$ cat src/rtl/orb_wr_arbiter.sv
// Write-port arbiter for the ping-pong orbital frame RAMs: per-requester FIFOs drained
// round-robin, one word per clock, into the bank not currently being read.
module orb_wr_arbiter #(
  parameter int N_REQ      = 5,
  parameter int AW         = 11,
  parameter int DW         = 12,
  parameter int FIFO_DEPTH = 2
) (
  input  logic                clk,
  input  logic                rst,
  input  logic                sw,
  input  logic [N_REQ-1:0]    req_we,
  input  logic [N_REQ*AW-1:0] req_addr,
  input  logic [N_REQ*DW-1:0] req_data,
  output logic [AW-1:0]       wr_addr,
  output logic [DW-1:0]       wr_data,
  output logic                wren1,
  output logic                wren2,
  output logic [2:0]          grant_id,
  output logic [N_REQ-1:0]    ovf,
  input  logic                ovf_clr,
  output logic                busy
);

  localparam int PW = (FIFO_DEPTH > 1) ? $clog2(FIFO_DEPTH) : 1;
  localparam int CW = $clog2(FIFO_DEPTH) + 1;
  localparam int EW = 1 + AW + DW;

  logic [EW-1:0]      mem_q    [N_REQ][FIFO_DEPTH];
  logic [EW-1:0]      mem_d    [N_REQ][FIFO_DEPTH];
  logic [PW-1:0]      rd_ptr_q [N_REQ];
  logic [PW-1:0]      rd_ptr_d [N_REQ];
  logic [PW-1:0]      wr_ptr_q [N_REQ];
  logic [PW-1:0]      wr_ptr_d [N_REQ];
  logic [CW-1:0]      cnt_q    [N_REQ];
  logic [CW-1:0]      cnt_d    [N_REQ];

  logic [2:0]         rr_q, rr_d;
  logic [N_REQ-1:0]   ovf_q, ovf_d;
  logic [AW-1:0]      wr_addr_q, wr_addr_d;
  logic [DW-1:0]      wr_data_q, wr_data_d;
  logic               wren1_q, wren1_d;
  logic               wren2_q, wren2_d;
  logic [2:0]         grant_id_q, grant_id_d;

  logic [N_REQ-1:0]   nonempty;
  logic [N_REQ-1:0]   pop;
  logic [N_REQ-1:0]   push;
  logic               found;
  logic [2:0]         gnt;
  logic [EW-1:0]      head;

  // Round-robin search: first pass from the pointer upward, second pass wraps to 0.
  always_comb begin
    found = 1'b0;
    gnt   = '0;
    for (int i = 0; i < N_REQ; i++) begin
      nonempty[i] = (cnt_q[i] != '0);
    end
    for (int i = 0; i < N_REQ; i++) begin
      if (!found && (i >= int'(rr_q)) && nonempty[i]) begin
        found = 1'b1;
        gnt   = 3'(i);
      end
    end
    for (int i = 0; i < N_REQ; i++) begin
      if (!found && nonempty[i]) begin
        found = 1'b1;
        gnt   = 3'(i);
      end
    end
  end

  always_comb begin
    head  = '0;
    mem_d = mem_q;
    for (int i = 0; i < N_REQ; i++) begin
      pop[i] = found && (gnt == 3'(i));
      if (pop[i]) head = mem_q[i][rd_ptr_q[i]];
      // A full FIFO still accepts a word when its head leaves on the same edge.
      push[i]     = req_we[i] && ((cnt_q[i] != CW'(FIFO_DEPTH)) || pop[i]);
      ovf_d[i]    = (req_we[i] && !push[i]) ? 1'b1 : (ovf_clr ? 1'b0 : ovf_q[i]);
      cnt_d[i]    = cnt_q[i] + CW'(push[i]) - CW'(pop[i]);
      rd_ptr_d[i] = rd_ptr_q[i] + PW'(pop[i]);
      wr_ptr_d[i] = wr_ptr_q[i] + PW'(push[i]);
      if (push[i]) begin
        mem_d[i][wr_ptr_q[i]] = {sw, req_addr[i*AW +: AW], req_data[i*DW +: DW]};
      end
    end
  end

  always_comb begin
    wr_addr_d  = wr_addr_q;
    wr_data_d  = wr_data_q;
    wren1_d    = 1'b0;
    wren2_d    = 1'b0;
    grant_id_d = grant_id_q;
    rr_d       = rr_q;
    if (found) begin
      wr_addr_d  = head[DW +: AW];
      wr_data_d  = head[DW-1:0];
      wren1_d    = head[EW-1];
      wren2_d    = ~head[EW-1];
      grant_id_d = gnt;
      rr_d       = (gnt == 3'(N_REQ-1)) ? 3'd0 : gnt + 3'd1;
    end
  end

  // Storage carries no reset: occupancy counters alone decide what is valid.
  always_ff @(posedge clk) begin
    mem_q <= mem_d;
  end

  always_ff @(posedge clk or negedge rst) begin
    if (!rst) begin
      for (int i = 0; i < N_REQ; i++) begin
        rd_ptr_q[i] <= '0;
        wr_ptr_q[i] <= '0;
        cnt_q[i]    <= '0;
      end
      rr_q       <= '0;
      ovf_q      <= '0;
      wr_addr_q  <= '0;
      wr_data_q  <= '0;
      wren1_q    <= 1'b0;
      wren2_q    <= 1'b0;
      grant_id_q <= '0;
    end else begin
      rd_ptr_q   <= rd_ptr_d;
      wr_ptr_q   <= wr_ptr_d;
      cnt_q      <= cnt_d;
      rr_q       <= rr_d;
      ovf_q      <= ovf_d;
      wr_addr_q  <= wr_addr_d;
      wr_data_q  <= wr_data_d;
      wren1_q    <= wren1_d;
      wren2_q    <= wren2_d;
      grant_id_q <= grant_id_d;
    end
  end

  assign wr_addr  = wr_addr_q;
  assign wr_data  = wr_data_q;
  assign wren1    = wren1_q;
  assign wren2    = wren2_q;
  assign grant_id = grant_id_q;
  assign ovf      = ovf_q;
  assign busy     = (|nonempty) | wren1_q | wren2_q;

endmodule

$ cat config.mk
export PLATFORM = sky130hd
export DESIGN_NAME = orb_wr_arbiter
export DESIGN_NICKNAME = d
export VERILOG_FILES = /design/src/rtl/orb_wr_arbiter.sv
export SDC_FILE = /design/constraint.sdc
export NUM_CORES = 1
export LEC_CHECK = 0
export CAP_MARGIN = 20
export CORE_MARGIN = 3
export CORE_UTILIZATION = 29
export DETAILED_ROUTE_END_ITERATION = 12
export HOLD_SLACK_MARGIN = 0.05
export MAX_ROUTING_LAYER = met4
export PLACE_DENSITY = 0.48
export SYNTH_ARGS = -nofsm -noshare
export SYNTH_HDL_FRONTEND = slang
export SYNTH_SLANG_ARGS = --single-unit
$ cat constraint.sdc
create_clock -name clk -period 15.4 [get_ports clk]
set_clock_uncertainty 0.2 [all_clocks]
set_input_delay 3.08 -clock clk [delete_from_list [all_inputs] [get_ports clk]]
set_output_delay 3.08 -clock clk [all_outputs]
set_load 0.005 [all_outputs]
==> flow_summary.json <==
{
  "hpwl_mm": 20.5,
  "finalSetupViolCount": 0,
  "worst_path_max_delay_cell": "dfrtp_1",
  "r2r_cells": 14,
  "portBuffers": 157,
  "holdPathStages": 2,
  "end_kind": "primary output",
  "cts_root_buf": "clkbuf_16",
  "design.die.area_sq_um": 43400,
  "nFillCells": 3781,
  "worst_pin_slew_ps": 969,
  "path_cells": "nor4_4 > nand3_1 > buf_4 > or3_1 > clkdlybuf4s50_1",
  "clkSinkCount": 296,
  "ir_worst_vdd_uv": 170,
  "cts.path.max_buffers": 3,
  "ys_ff_latch": 296,
  "drv_cap": 0,
  "area_growth_pct": 28.2,
  "status": "completed",
  "netlist_instances": 740,
  "relSlewSlack_pct": 34.9,
  "cts_resized": 0,
  "wire_per_inst_um": 20.7,
  "cp.depth": 5,
  "gp_congestion": 0.806,
  "leakage_nw": 5.47,
  "grt_max_degree": 57,
  "cts_max_level": 2,
  "grt_use_total_pct": 14.1,
  "cp.arrival_ps": 2550,
  "avgSynthCellArea_sq_um": 16.0,
  "ys_seq_area_share_pct": 72.5,
  "cts_tree": "built",
  "startpoint_type": "flip-flop",
  "timing_worst_setup_path_type": "flip-flop to primary output",
  "die_h_um": 208,
  "ys_warn_count": 0,
  "cp_top_family": "simple AND/OR/NAND/NOR gates",
  "clkLatencyLatePin_ps": 500,
  "ant_nets": 0,
  "fmax_mhz": 171,
  "hold_path_class": "flip-flop to flip-flop",
  "fin_nets": 1056,
  "rows": 73,
  "min_period_ps": 5830,
  "antenna_found_initial": 1,
  "start_util_pct": 29.6,
  "core_area_sq_um": 40100,
  "ios": 158,
  "post_cts_buffers": 0,
  "layout.cells.non_filler": 1467,
  "wirelength_mm": 30.4,
  "grt_first_pass_wirelength_mm": 44.8,
  "dr.pass1.iters": 5,
  "dieWidth_um": 208,
  "postCtsHoldBufs": 0,
  "viasPerCell": 4.65,
  "finalCritPeriodShare_pct": 37.9,
  "slowest_delay_ps": 450,
  "drv_slew": 0,
  "netlist_area_sq_um": 11900,
  "drcViolationCount": 0,
  "setup_tns_ps": 0,
  "dp.cells": 1403,
  "hold_violations": 0,
  "drive_above_1_share_pct": 15.5,
  "overflow": 0,
  "syn_nets": 881,
  "worstPathRequired_ps": 12120,
  "grt_pass1_vias": 6934,
  "rsz0062_at_grt": "no",
  "ys_types": 44,
  "vias": 6827,
  "p_per_area_nw_per_um2": 219,
  "clk_pin_slew_worst_paths_ps": 60,
  "drtIter0Drc": 453,
  "crit_buf_inv": 2,
  "cts_buffers": 35,
  "cp_max_fo": 28
}
## through the flow
step	setup WS (ps)	hold slack, ps	instance area (sq um)	power [mW]	utilization (%)
after floorplan	9870	271	11900	2.06	-
after global placement	10140	278	14100	2.55	35.1
after detailed placement	10110	286	14100	2.58	35.2
after CTS	9550	301	15200	3.39	38.0
after global routing	9430	323	15200	3.55	38.0
final	9570	293	15200	3.33	38.0
## cell type report
type	count	area, sq um	area share, %
diodes	1	2.50	0.0164
clock buffers	52	1020	6.71
clock inverters	11	77.6	0.510
inverters	17	63.8	0.419
multi-input cells	387	3030	19.9
flip-flops and latches	296	8610	56.5
well taps	525	657	4.31
repair buffers	178	1760	11.6
## cells by family (layout without fill, tap and decap cells)
| logic type | count (synthesis) | after routing | share of synthesized area (%) |
|---|---|---|---|
| AO/OA/AOI/OAI | 101 | 101 | 6.05 |
| XOR/XNOR | 15 | 15 | 1.11 |
| adder cells (fa/ha/maj) | 17 | 17 | 1.79 |
| buffers and inverters | 57 | 258 | 2.14 |
| flip-flops | 296 | 296 | 72.5 |
| multiplexers | 122 | 122 | 11.0 |
| other | 0 | 1 | 0 |
| AND/OR/NAND/NOR | 132 | 132 | 5.43 |
## placed cells by master (no fill, tap or decap), drive strengths merged, types with 2 or more instances in the layout
master,netlist,layout
edfxtp,240,240
clkdlybuf4s50,0,156
mux2,69,69
nand2,66,66
dfrtp,56,56
mux2i,53,53
clkbuf,23,52
o22ai,25,25
nand3,24,24
o221ai,24,24
a31oi,23,23
buf,17,22
inv,17,17
ha,17,17
xnor2,12,12
nor2,11,11
clkinv,0,10
nor2b,7,7
a21oi,7,7
nand2b,6,6
a22o,5,5
or3,4,4
o21ai,4,4
nor3,3,3
nand3b,3,3
xor2,3,3
nor4,2,2
o31ai,2,2
a211o,2,2
or4,2,2
nor3b,2,2
## worst min-delay path: cells and delay by family, from the launching register on
kind | cells | cell delay, ps
AND/OR/NAND/NOR | 2 | 110
flip-flops | 1 | 350
## where the power goes
part	switching [mW]	internal [mW]	leakage, nW
logic	0.757	0.533	2.01
registers	0.106	1.15	2.92
clock network	0.313	0.475	0.539
## worst paths after layout
| check | start | endpoint | slack, ps |
|---|---|---|---|
| max | cnt_q[2] | busy | 9570 |
| min | grant_id[1] | grant_id[1] | 290 |
| max reg2reg | rr_q[1] | cnt_q[3] | 10670 |
| min reg2reg | grant_id[1] | grant_id[1] | 290 |
| max in group asynchronous | rst | wr_data[3] | 11920 |
| min in group asynchronous | rst | ovf[2] | 2520 |
## per-layer routing
| metal | GRT usage, % | share of wire, % | vias to the layer above |
|---|---|---|---|
| li1 | - | - | 3206 |
| met1 | 19.8 | 48 | 3360 |
| met2 | 21.1 | 45 | 213 |
| met3 | 2.50 | 4.9 | 48 |
| met4 | 3.72 | 2.3 | 0 |
| met5 | - | 0 | - |
## flip-flops by register name, summed over array words and instances (netlist names)
signal,cells
wren2,1
wren1,1
rr_q,3
wr_ptr_q,5
wr_data,12
wr_addr,11
ovf,5
cnt_q,10
grant_id,3
rd_ptr_q,5
mem_q,240
## cell usage after synthesis (all sizes together)
master	count	area, sq um
a211oi	1	7.51
ha	17	213
or4	2	18.8
and2	1	8.76
o31a	1	8.76
inv	17	63.8
and3	1	6.26
o21bai	1	7.51
buf	17	104
mux2	69	777
o31ai	2	15.0
nor3b	2	15.0
nor2b	7	43.8
mux2i	53	531
a211o	2	17.5
dfrtp	56	1400
nor3	3	15.0
nand2b	6	37.5
o21ai	4	20.0
a21boi	1	7.51
nor2	11	41.3
o221ai	24	210
a32oi	1	8.76
nand3	24	120
o41ai	1	8.76
xnor2	12	105
nand2	66	248
edfxtp	240	7210
a21oi	7	35.0
o22ai	25	156
or3	4	25.0
o2bb2ai	1	8.76
nor4	2	42.5
xor2	3	26.3
a31oi	23	144
a32o	1	10.0
a22o	5	43.8
a41oi	1	8.76
clkbuf	23	86.3
nand3b	3	22.5
No activity file was read; power rests on OpenSTA's default activity.
